### src/rtl/patient_record_store.sv
// Two-bank circular record store fed by the InformationController write
// strobes. Each strobe's rising edge commits data_in to its bank. Pops have
// one cycle of latency and report empty-bank attempts. Full banks overwrite
// their oldest entry and raise a sticky overflow flag.

// One circular bank: edge-detected write, pop, occupancy and sticky overflow.
module prs_bank #(
    parameter int DATA_W = 8,
    parameter int DEPTH  = 8,
    parameter int ADDR_W = 3
) (
    input  logic              clock,
    input  logic              reset_n,
    input  logic              strobe,
    input  logic [DATA_W-1:0] data_in,
    input  logic              pop,
    input  logic              ov_clr,
    output logic [DATA_W-1:0] head,
    output logic              empty,
    output logic [ADDR_W:0]   count,
    output logic              overflow
);
    localparam logic [ADDR_W:0]   FULL_CNT = (ADDR_W+1)'(DEPTH);
    localparam logic [ADDR_W-1:0] PTR_ONE  = ADDR_W'(1);
    localparam logic [ADDR_W:0]   CNT_ONE  = (ADDR_W+1)'(1);

    logic [DATA_W-1:0] mem_q [DEPTH];
    logic              strobe_q;
    logic [ADDR_W-1:0] wr_ptr_q, wr_ptr_d;
    logic [ADDR_W-1:0] rd_ptr_q, rd_ptr_d;
    logic [ADDR_W:0]   count_q, count_d;
    logic              ovf_q, ovf_d;
    logic              wr_ev, pop_ok, full;

    // A strobe held high through reset release fires on the first edge,
    // since the history register comes out of reset at 0.
    assign wr_ev  = strobe & ~strobe_q;
    assign full   = (count_q == FULL_CNT);
    assign empty  = (count_q == '0);
    assign pop_ok = pop & ~empty;

    // Next-state pointers, occupancy and overflow; an overflowing write beats ov_clr.
    always_comb begin
        wr_ptr_d = wr_ptr_q;
        rd_ptr_d = rd_ptr_q;
        count_d  = count_q;
        ovf_d    = ovf_q;
        if (ov_clr) ovf_d = 1'b0;
        if (wr_ev)  wr_ptr_d = wr_ptr_q + PTR_ONE;
        if (pop_ok) rd_ptr_d = rd_ptr_q + PTR_ONE;
        case ({wr_ev, pop_ok})
            2'b10: begin
                if (full) begin
                    // Drop the oldest entry to make room.
                    rd_ptr_d = rd_ptr_q + PTR_ONE;
                    ovf_d    = 1'b1;
                end else begin
                    count_d = count_q + CNT_ONE;
                end
            end
            2'b01:   count_d = count_q - CNT_ONE;
            default: ;  // idle, or pop+write cancel out
        endcase
    end

    // Control state with asynchronous reset.
    always_ff @(posedge clock or negedge reset_n) begin
        if (!reset_n) begin
            strobe_q <= 1'b0;
            wr_ptr_q <= '0;
            rd_ptr_q <= '0;
            count_q  <= '0;
            ovf_q    <= 1'b0;
        end else begin
            strobe_q <= strobe;
            wr_ptr_q <= wr_ptr_d;
            rd_ptr_q <= rd_ptr_d;
            count_q  <= count_d;
            ovf_q    <= ovf_d;
        end
    end

    // Storage is not reset. When full, a pop and a write hit the same slot;
    // the read port sees the pre-edge value, so the pop still gets the old entry.
    always_ff @(posedge clock) begin
        if (wr_ev) mem_q[wr_ptr_q] <= data_in;
    end

    assign head     = mem_q[rd_ptr_q];
    assign count    = count_q;
    assign overflow = ovf_q;
endmodule

// Top: two banks (0 = P, 1 = Q) sharing data_in and one registered read port.
module patient_record_store #(
    parameter int DATA_W = 8,
    parameter int DEPTH  = 8,
    parameter int ADDR_W = 3
) (
    input  logic              clock,
    input  logic              reset_n,
    input  logic              writeRegP,
    input  logic              writeRegQ,
    input  logic [DATA_W-1:0] data_in,
    input  logic              rd_req,
    input  logic              rd_sel,
    input  logic              ov_clr,
    output logic [DATA_W-1:0] rd_data,
    output logic              rd_valid,
    output logic              rd_err,
    output logic [ADDR_W:0]   p_count,
    output logic [ADDR_W:0]   q_count,
    output logic              p_overflow,
    output logic              q_overflow
);
    logic [1:0]             strobe, pop, bank_empty, bank_ovf;
    logic [1:0][DATA_W-1:0] bank_head;
    logic [1:0][ADDR_W:0]   bank_cnt;
    logic                   sel_empty;
    logic [DATA_W-1:0]      sel_head;
    logic [DATA_W-1:0]      rd_data_q;
    logic                   rd_valid_q, rd_err_q;

    assign strobe = {writeRegQ, writeRegP};
    assign pop    = {rd_req & rd_sel, rd_req & ~rd_sel};

    for (genvar b = 0; b < 2; b++) begin : g_bank
        prs_bank #(.DATA_W(DATA_W), .DEPTH(DEPTH), .ADDR_W(ADDR_W)) u_bank (
            .clock    (clock),
            .reset_n  (reset_n),
            .strobe   (strobe[b]),
            .data_in  (data_in),
            .pop      (pop[b]),
            .ov_clr   (ov_clr),
            .head     (bank_head[b]),
            .empty    (bank_empty[b]),
            .count    (bank_cnt[b]),
            .overflow (bank_ovf[b])
        );
    end

    assign sel_empty = bank_empty[rd_sel];
    assign sel_head  = bank_head[rd_sel];

    // Read response register: data+valid on a good pop, err on an empty pop;
    // rd_data holds across errors and idle cycles.
    always_ff @(posedge clock or negedge reset_n) begin
        if (!reset_n) begin
            rd_data_q  <= '0;
            rd_valid_q <= 1'b0;
            rd_err_q   <= 1'b0;
        end else begin
            rd_valid_q <= rd_req & ~sel_empty;
            rd_err_q   <= rd_req & sel_empty;
            if (rd_req && !sel_empty) rd_data_q <= sel_head;
        end
    end

    assign rd_data    = rd_data_q;
    assign rd_valid   = rd_valid_q;
    assign rd_err     = rd_err_q;
    assign p_count    = bank_cnt[0];
    assign q_count    = bank_cnt[1];
    assign p_overflow = bank_ovf[0];
    assign q_overflow = bank_ovf[1];
endmodule

### config.mk
export PLATFORM = sky130hd
export DESIGN_NAME = patient_record_store
export DESIGN_NICKNAME = d
export VERILOG_FILES = /design/src/rtl/patient_record_store.sv
export SDC_FILE = /design/constraint.sdc
export NUM_CORES = 1
export LEC_CHECK = 0
export ABC_AREA = 1
export BUFFER_PORTS_ARGS = -buffer_cell sky130_fd_sc_hd__buf_4
export CORE_AREA = 8 8 132 134
export CTS_CLUSTER_SIZE = 20
export DETAILED_ROUTE_END_ITERATION = 8
export DIE_AREA = 0 0 140 142
export PLACE_DENSITY_LB_ADDON = 0.08
export SLEW_MARGIN = 15
export SYNTH_ARGS = -nofsm -noshare
export SYNTH_HDL_FRONTEND = slang
export SYNTH_HIERARCHICAL = 1
export SYNTH_SLANG_ARGS = --single-unit
### constraint.sdc
create_clock -name clock -period 5.4 [get_ports clock]
set_clock_uncertainty 0.15 [all_clocks]
set_input_delay 0.27 -clock clock [delete_from_list [all_inputs] [get_ports clock]]
set_output_delay 0.27 -clock clock [all_outputs]
set_load 0.02 [all_outputs]
# Word-level counts from Yosys, hierarchy flattened
# Memories as Yosys holds them, arrays and structs flattened.
# Index checks and enable logic that the tools add are counted.
[op_classes]
n_eq_ne = 8
bitwise_logic = 14
order_cmp = 1
mux = 24
n_addsub = 8
n_reduce_logical = 8
[ops]
columns = ["operator", "n"]
rows = [
  ["two-way mux 3 bit", 6],
  ["two-way mux 8 bit", 2],
  ["case mux 4 bit (2 select lines)", 2],
  ["adder 3 x 1 -> 3 bit, second input constant", 4],
  ["two-way mux 1 bit", 12],
  ["adder 4 x 1 -> 4 bit, second input constant", 2],
  ["bitwise AND 1 bit", 8],
  ["equality test 4 bit, second input constant", 2],
  ["logical NOT 4 bit", 2],
  ["two-way mux 4 bit", 2],
  ["subtractor 4 x 1 -> 4 bit, second input constant", 2],
  ["inverter 1 bit", 6],
  ["equality test 2 x 1 -> 1 bit, second input constant", 2],
  ["equality test 2 bit, second input constant", 2],
  ["inequality test 2 bit, second input constant", 2],
  ["AND reduction 2 bit", 2],
  ["nonzero test 2 bit", 2],
  ["less-than comparator 1 x 2 -> 1 bit, second input constant", 1],
  ["logical AND 1 bit", 1],
  ["logical NOT 1 bit", 1],
]
[word_totals]
output_inout_bits = 20
mem_bits_rw = 128
mem_count = 2
inputBits = 15
wordCells = 78
ff_bits = 34
[mem_list]
columns = ["memory", "words", "width", "rd", "rd_clocked_by_memory_dff", "wr", "line", "source"]
rows = [
  ["g_bank[0].u_bank.mem_q", 8, 8, 1, 0, 1, "27", "logic [DATA_W-1:0] mem_q [DEPTH];"],
  ["g_bank[1].u_bank.mem_q", 8, 8, 1, 0, 1, "27", ""],
]

# Logic depth before layout (Yosys ltp)
# Gate-level depths: netlist of the first run.
[depth]
word_depth = 6
mapped_depth = 12
mapped_depth_nobuf = 11

# By module
# The synthesis of the first run kept the hierarchy.
[modules_own_cells]
columns = ["module", "seq_area_each_um2", "area_each_um2", "instances", "cells_per_inst"]
rows = [
  ["prs_bank (g_bank[1].u_bank)", 2222.1, 3184.3, 1, 272],
  ["prs_bank (g_bank[0].u_bank)", 2222.1, 3180.6, 1, 272],
  ["patient_record_store", 250.2, 530.5, 1, 75],
]

# Worst setup path after synthesis of the first run
# No wires, ideal clock.
[synth_path]
path_kind = "input -> register"
from = "in rd_req"
to = "reg g_bank[0].u_bank.count_q[2]"
path_buffers = 1
slack_ps = 3647
path_stages = 11
arrival_ps = 1476
setup_ps = 127
t_required_ps = 5123
path_cell_list = "buf_2 > inv_1 > nor2_1 > nand4_2 > nand2_1 > inv_2 > ha_1 > inv_1 > nand3_1 > nand2_1 > o22ai_1"
[synth_via]
elab_chain_cells = 5
word_cells_on_any_way = 8
classes_between = "eq/ne: 3; mux: 1; bitwise: 2; reduce/logical: 2"
[synth_rtl]
columns = ["element", "line", "source"]
rows = [
  ["from (decl)", "105", "input logic rd_req,"],
  ["bitwise AND 1 bit (*)", "125", "assign pop = {rd_req & rd_sel, rd_req & ~rd_sel};"],
  ["named net pop[0]", "116", "logic [1:0] strobe, pop, bank_empty, bank_ovf;"],
  ["bitwise AND 1 bit (*)", "40", "assign pop_ok = pop & ~empty;"],
  ["equality test 2 bit or equality test 2 x 1 -> 1 bit (tied branches)", "51", "case ({wr_ev, pop_ok})"],
  ["inequality test 2 bit (no line) or nonzero test 2 bit (tied branches)", "--", ""],
  ["AND reduction 2 bit (no line)", "--", ""],
  ["to (signal assigned)", "78", "count_q <= count_d;"],
  ["to (decl)", "31", "logic [ADDR_W:0] count_q, count_d;"],
]
# The timed path passes the listed nets; every way through them passes the cells marked *.
# A chain may end at the register's enable or synchronous reset.

==> metrics.yaml, run 1 <==
gp_congestion: 0.806
fp.dieW_um: 140
max_freq_ghz: 0.414
routed_wirelength_um: 15500
cpLargestDelayFamily: "buffers and inverters"
slowest_stage: "inv_1"
critPathMaxFanout: 35
drc_errors: 0
vias: 4475
crit_path_cell_trace: "buf_4 -> inv_1 -> o21ai_0 -> o22ai_1 -> nor2_1 -> a31oi_1 -> nand2_1 -> nand2_1 -> nand3_1 -> nand2_1"
worstRegToRegCells: 10
slew_headroom_pct: 39.1
drv_slew: 0
detail_route.vias_per_cell: 5.19
timing_worst_setup_path_type: "flip-flop to flip-flop"
cts_buffer_depth: 2
drtPass1Iterations: 4
cts_root_buffer: "clkbuf_16"
synth_top_family_by_area: "simple AND/OR/NAND/NOR gates"
critPathRequiredTime_ns: 5.62
diodes: 0
holdWs_ns: 0.0313
ir_worst_vdd_v: 0.000226
worst_pin_slew_ns: 0.910
synthFlopType: "edfxtp_1"
wl_per_cell_um: 18.0
final_core_util_pct: 51.3
hold_viol: 0
synth-xor-area-share_pct: 1.40
fin_tns_setup_ns: 0
min_period_ns: 2.42
portBuffers: 34
yosys.cell_types.count: 28
final_cell_mix: "nor2_1 (132), edfxtp_1 (128), nand2_1 (91)"
power.leakage_nw: 3.09
path_clk_slew_ns: 0.07
post-route-period-util_pct: 44.8
synth_area_per_cell_um2: 11.1
layout_commonest_cell: "nor2_1"
synth_seq_area_share_pct: 68.1
critPathMostFrequentCell: "nand2_1"
synth_edf_count: 128
postRouteAntennaNets: 0
arrival_ns: 2.64
hp-class: "primary input to flip-flop"
synth_compound_area_share_pct: 8.93
nets: 678
power.density_mw_per_mm2: 525
cts_resized: 0
clock_sinks: 162
first_global_vias: 4498
num_rows: 46
cts_tree: "done"
crit_path_start_kind: "flip-flop"
setup_violations: 0
min_path_cells: 1
numCtsBuffers: 17
slowest_delay_ns: 0.64
die-height_um: 142
synth.yosys.warnings: 6
drive_gt1_share_pct: 14.8
hp-start: "data_in[2]"
synth.area.mux_share_pct: 0
synth.cell_area_mm2: 0.00690
place_hpwl_um: 10200
syn_inst: 619
crit_path_end_kind: "flip-flop"
syn2layout_area_growth_pct: 14.7
grt_pass1_wl_um: 24300
worst-path-buf-inv: 2
yosys.area_share.simple_pct: 16.7
clock_latency_ns: 0.43
synthArstFlopShare_pct: 21.0
max-cap-violations: 0
r2r-end: "rd_data[7]$_DFFE_PN0P_"
grtUsageTotal_pct: 16.2
outcome: "finished clean"
synth_fp_nets: 640
rsz0062_at_grt: "false"
drt_iter0_markers: 328
hold_end: "g_bank[1].u_bank/mem_q[5][2]$_DFFE_PP_"
die_area_mm2: 0.0199
antenna_found_initial: 0
r2r-start: "g_bank[0].u_bank/rd_ptr_q[0]$_DFF_PN0_"
htreeDepth: 4
core_mm2: 0.0154
grt.overflow.total: 0
start_util_pct: 44.7
synthAdderAreaFrac_pct: 1.09
rrSetupSlack_ns: 2.98
pin_count: 35
ys_ff_latch: 162
grt_start_max_net_pins: 36
worst reg2reg max path, stage by stage (launching register included):
cell	delay [ns]
dfrtp_1	0.36
buf_4	0.24
inv_1	0.65
o21ai_0	0.17
o22ai_1	0.15
nor2_1	0.05
a31oi_1	0.30
nand2_1	0.10
nand2_1	0.06
nand3_1	0.07
nand2_1	0.06
synth_stat cells (5+ instances only):
cell        n  area, um^2
nor2_1    132         495
edfxtp_1  128        3840
nand2_1    91         342
o21ai_0    67         335
dfrtp_1    34         851
inv_1      34         128
o22ai_1    19         119
nand3_1    18        90.1
a31oi_1    16         100
buf_2      15        75.1
xor2_1     11        96.3
nand2_2    10        62.6
ha_1        6        75.1
inv_2       5        18.8
how the worst max path moves through the flow:
stage | startpoint | end | slack [ns] | cells past startpoint
6_report | g_bank[0].u_bank/rd_ptr_q[0]$_DFF_PN0_ | rd_data[7]$_DFFE_PN0P_ | 2.98 | 10
5_1_grt | g_bank[0].u_bank/rd_ptr_q[0]$_DFF_PN0_ | rd_data[7]$_DFFE_PN0P_ | 2.73 | 10
4_1_cts | g_bank[0].u_bank/rd_ptr_q[0]$_DFF_PN0_ | rd_data[7]$_DFFE_PN0P_ | 2.99 | 10
3_5_place_dp | g_bank[0].u_bank/rd_ptr_q[0]$_DFF_PN0_ | rd_data[7]$_DFFE_PN0P_ | 3.01 | 10
3_3_place_gp | g_bank[0].u_bank/rd_ptr_q[0]$_DFF_PN0_ | rd_data[7]$_DFFE_PN0P_ | 3.06 | 10
2_1_floorplan | rd_req | g_bank[0].u_bank/count[2]$_DFFE_PN0P_ | 3.65 | 11
registers in the layout, summed over array words and instances (netlist names):
| register | count |
|---|---|
| g_bank.u_bank/wr_ptr_q | 6 |
| rd_data | 8 |
| rd_err | 1 |
| rd_valid | 1 |
| g_bank.u_bank/rd_ptr_q | 6 |
| g_bank.u_bank/mem_q | 128 |
| g_bank.u_bank/strobe_q | 2 |
| g_bank.u_bank/count | 8 |
| g_bank.u_bank/overflow | 2 |
power breakdown:
part,internal (W),switching [W],leakage [nW],total (W)
Sequential,0.00151,0.000145,1.57,0.00165
Combinational,0.000453,0.000894,1.23,0.00135
Clock,0.000613,0.000539,0.282,0.00115
Total,0.00257,0.00158,3.09,0.00415
through the flow:
step / instance area (um^2) / total power (W) / setup slack, ns / instances
after floorplan: 6900 / 0.00261 / 3.65 / 619
after global placement: 7290 / 0.00300 / 3.06 / 825
after detailed placement: 7290 / 0.00303 / 3.01 / 825
after CTS: 7910 / 0.00419 / 2.99 / 862
after global routing: 7910 / 0.00441 / 2.73 / 862
final: 7910 / 0.00415 / 2.98 / 862
cell families (layout without fill, tap and decap cells):
family | Yosys count | after routing
adder cells (fa/ha/maj) | 6 | 6
buffers and inverters | 62 | 113
AO/OA/AOI/OAI | 111 | 111
XOR/XNOR | 11 | 11
AND/OR/NAND/NOR | 267 | 267
flip-flops | 162 | 162
area by class of cell:
cell class | count | area, um^2
fill | 1373 | 7520
clock inverter | 15 | 140
inverter | 40 | 150
timing repair buffer | 41 | 320
clock buffer | 17 | 425
sequential | 162 | 4690
multi-input combinational | 395 | 1940
tap | 192 | 240
per-layer routing:
layer / share of wire (%) / global-route usage [%] / routed length, um
met5: 0 / 0 / 0
met4: 1.2 / 5.60 / 184
met3: 2.5 / 3.99 / 385
met2: 52 / 28.2 / 8130
met1: 44 / 19.3 / 6810
repair_timing:
item	in CTS	in global routing
hold buffers	5	0
hold endpoints to repair	39	0
setup buffers	0	0
(Power assumes the default switching activity.)
==> run 2: changes to the inputs <==
clock period = 2 ns   (was 5.4 ns; I/O delays follow)
==> run 2 against run 1 <==
Compared with the run above:
- final area rose by 4.5%
- core utilization rose by 2.3 points
- non-clock buffer count rose by 35
- first-iteration DRC count fell by 14%
- critical path depth rose by 1
- die area did not move
- flip-flop and latch count did not move
==> metrics.yaml, run 2 (same netlist as run 1, synthesis figures left out) <==
worst_pin_slew_ns: 0.496  # -0.414 ns
slowest_stage: "dfrtp_1"
grt.overflow.total: 0  # unchanged
ir_worst_vdd_v: 0.000872  # +290%
first_global_vias: 4635  # +3.0%
timing_worst_setup_path_type: "flip-flop to flip-flop"
die-height_um: 142  # unchanged
cts_tree: "done"
slowest_delay_ns: 0.46  # -0.18 ns
nets: 713  # +5.2%
hold_viol: 0  # unchanged
cts_root_buffer: "clkbuf_16"
pin_count: 35  # unchanged
arrival_ns: 1.99  # -0.65 ns
hp-class: "primary input to asynchronous set/reset pin"
drtPass1Iterations: 5  # +1
crit_path_start_kind: "flip-flop"
place_hpwl_um: 10500  # +3.2%
cts_buffer_depth: 2  # unchanged
diodes: 0  # unchanged
path_clk_slew_ns: 0.07  # about the same
power.density_mw_per_mm2: 1390  # +170%
holdWs_ns: 0.0198  # -0.0115 ns
num_rows: 46  # unchanged
drc_errors: 0  # unchanged
rsz0062_at_grt: "false"
setup_violations: 0  # unchanged
detail_route.vias_per_cell: 5.06  # -2.5%
worstRegToRegCells: 11  # +1
grt_pass1_wl_um: 25000  # +2.7%
min_period_ns: 1.82  # -0.594 ns
core_mm2: 0.0154  # unchanged
r2r-end: "g_bank[1].u_bank/count[2]$_DFFE_PN0P_"
clock_latency_ns: 0.42  # about the same
numCtsBuffers: 17  # unchanged
crit_path_end_kind: "flip-flop"
postRouteAntennaNets: 0  # unchanged
grtUsageTotal_pct: 16.5  # +0.29 points
final_cell_mix: "nor2_1 (131), edfxtp_1 (128), nand2_1 (91)"
die_area_mm2: 0.0199  # unchanged
largest_reg_flops: 128  # unchanged
crit_path_cell_trace: "nor2_2 -> nand2_4 -> nand3_4 -> nand2_1 -> nand2_1 -> inv_2 -> ha_1 -> inv_1 -> nand2_1 -> xor2_1 -> o21ai_1"
fp.dieW_um: 140  # unchanged
critPathMaxFanout: 6  # -83%
fin_tns_setup_ns: 0  # unchanged
critPathRequiredTime_ns: 2.17  # -3.45 ns
portBuffers: 34  # unchanged
wl_per_cell_um: 17.3  # -3.6%
post-route-period-util_pct: 91.2  # +46 points
start_util_pct: 44.7  # unchanged
vias: 4538  # +1.4%
antenna_found_initial: 0  # unchanged
clock_sinks: 162  # unchanged
routed_wirelength_um: 15600  # +0.30%
rrSetupSlack_ns: 0.18  # -2.81 ns
critPathMostFrequentCell: "nand2_1"
layout_commonest_cell: "nor2_1"
slew_headroom_pct: 66.9  # +28 points
grt_start_max_net_pins: 35  # -2.8%
largest-register: "g_bank.u_bank/mem_q"
syn2layout_area_growth_pct: 19.8
power.leakage_nw: 3.28  # +6.0%
r2r-start: "g_bank[1].u_bank/count[0]$_DFFE_PN0P_"
gp_congestion: 0.833  # +3.4%
drv_slew: 0  # unchanged
drt_iter0_markers: 281  # -14%
drive_gt1_share_pct: 18.2  # +3.4 points
outcome: "finished clean"
htreeDepth: 4  # unchanged
max-cap-violations: 0  # unchanged
max_freq_ghz: 0.549  # +33%
[run 2: power by group]
group          switching (W)  internal, W
combinational        0.00252      0.00145
clock                0.00147      0.00167
sequential          0.000335      0.00406
[run 2: critical path: cells and delay by family (launching register included)]
| family | cells | cell delay, ns |
|---|---|---|
| and+or+nand+nor | 6 | 0.59 |
| DFF | 1 | 0.46 |
| adders and majority gates | 1 | 0.16 |
| xor gates and xnor gates | 1 | 0.19 |
| buffers and inverters | 2 | 0.09 |
| AOI/OAI and AO/OA | 1 | 0.07 |
[run 2: repair_timing]
action / in CTS / in global routing
pin swaps: 0 / 0
hold buffers: 14 / 0
endpoints found under the setup margin: 5 / 4
hold endpoints to repair: 178 / 0
buffers inserted: 0 / 2
resized for setup: 1 / 3
[run 2: metrics by stage]
stage / utilization, % / power [W] / setup WS, ns / instance area, um^2 / std cells
2_1_floorplan: - / 0.00705 / 0.265 / 6900 / 619
3_3_place_gp: 48.6 / 0.00831 / -0.0765 / 7500 / 849
3_5_place_dp: 48.6 / 0.00835 / -0.0646 / 7500 / 849
4_1_cts: 53.3 / 0.0115 / 0.0718 / 8220 / 895
5_1_grt: 53.6 / 0.0123 / 0.0380 / 8260 / 897
6_report: 53.6 / 0.0115 / 0.177 / 8260 / 897
[run 2: how the worst max path moves through the flow]
stage | to | slack (ns) | startpoint
after floorplan | g_bank[1].u_bank/count[2]$_DFFE_PN0P_ | 0.27 | g_bank[1].u_bank/count[0]$_DFFE_PN0P_
after global placement | rd_data[7]$_DFFE_PN0P_ | -0.08 | g_bank[0].u_bank/rd_ptr_q[1]$_DFF_PN0_
after detailed placement | rd_data[7]$_DFFE_PN0P_ | -0.06 | g_bank[0].u_bank/rd_ptr_q[1]$_DFF_PN0_
after CTS | g_bank[0].u_bank/count[2]$_DFFE_PN0P_ | 0.07 | rd_req
after global routing | rd_data[4]$_DFFE_PN0P_ | 0.04 | g_bank[0].u_bank/rd_ptr_q[0]$_DFF_PN0_
final | g_bank[1].u_bank/count[2]$_DFFE_PN0P_ | 0.18 | g_bank[1].u_bank/count[0]$_DFFE_PN0P_
[run 2: area by class of cell]
type | instances | area (um^2)
fillers | 1371 | 7160
flip-flops and latches | 162 | 4690
multi-input cells | 395 | 1950
repair buffers | 76 | 647
clock buffers | 17 | 425
well taps | 192 | 240
clock inverters | 15 | 155
inverters | 40 | 154
[run 2: per-layer routing]
metal	part of all wire, %	GRT usage [%]	vias to the layer above
li1	-	-	2284
met1	45	20.4	2185
met2	50	27.9	59
met3	3.6	3.22	10
met4	0.94	7.09	0
met5	0	0	-
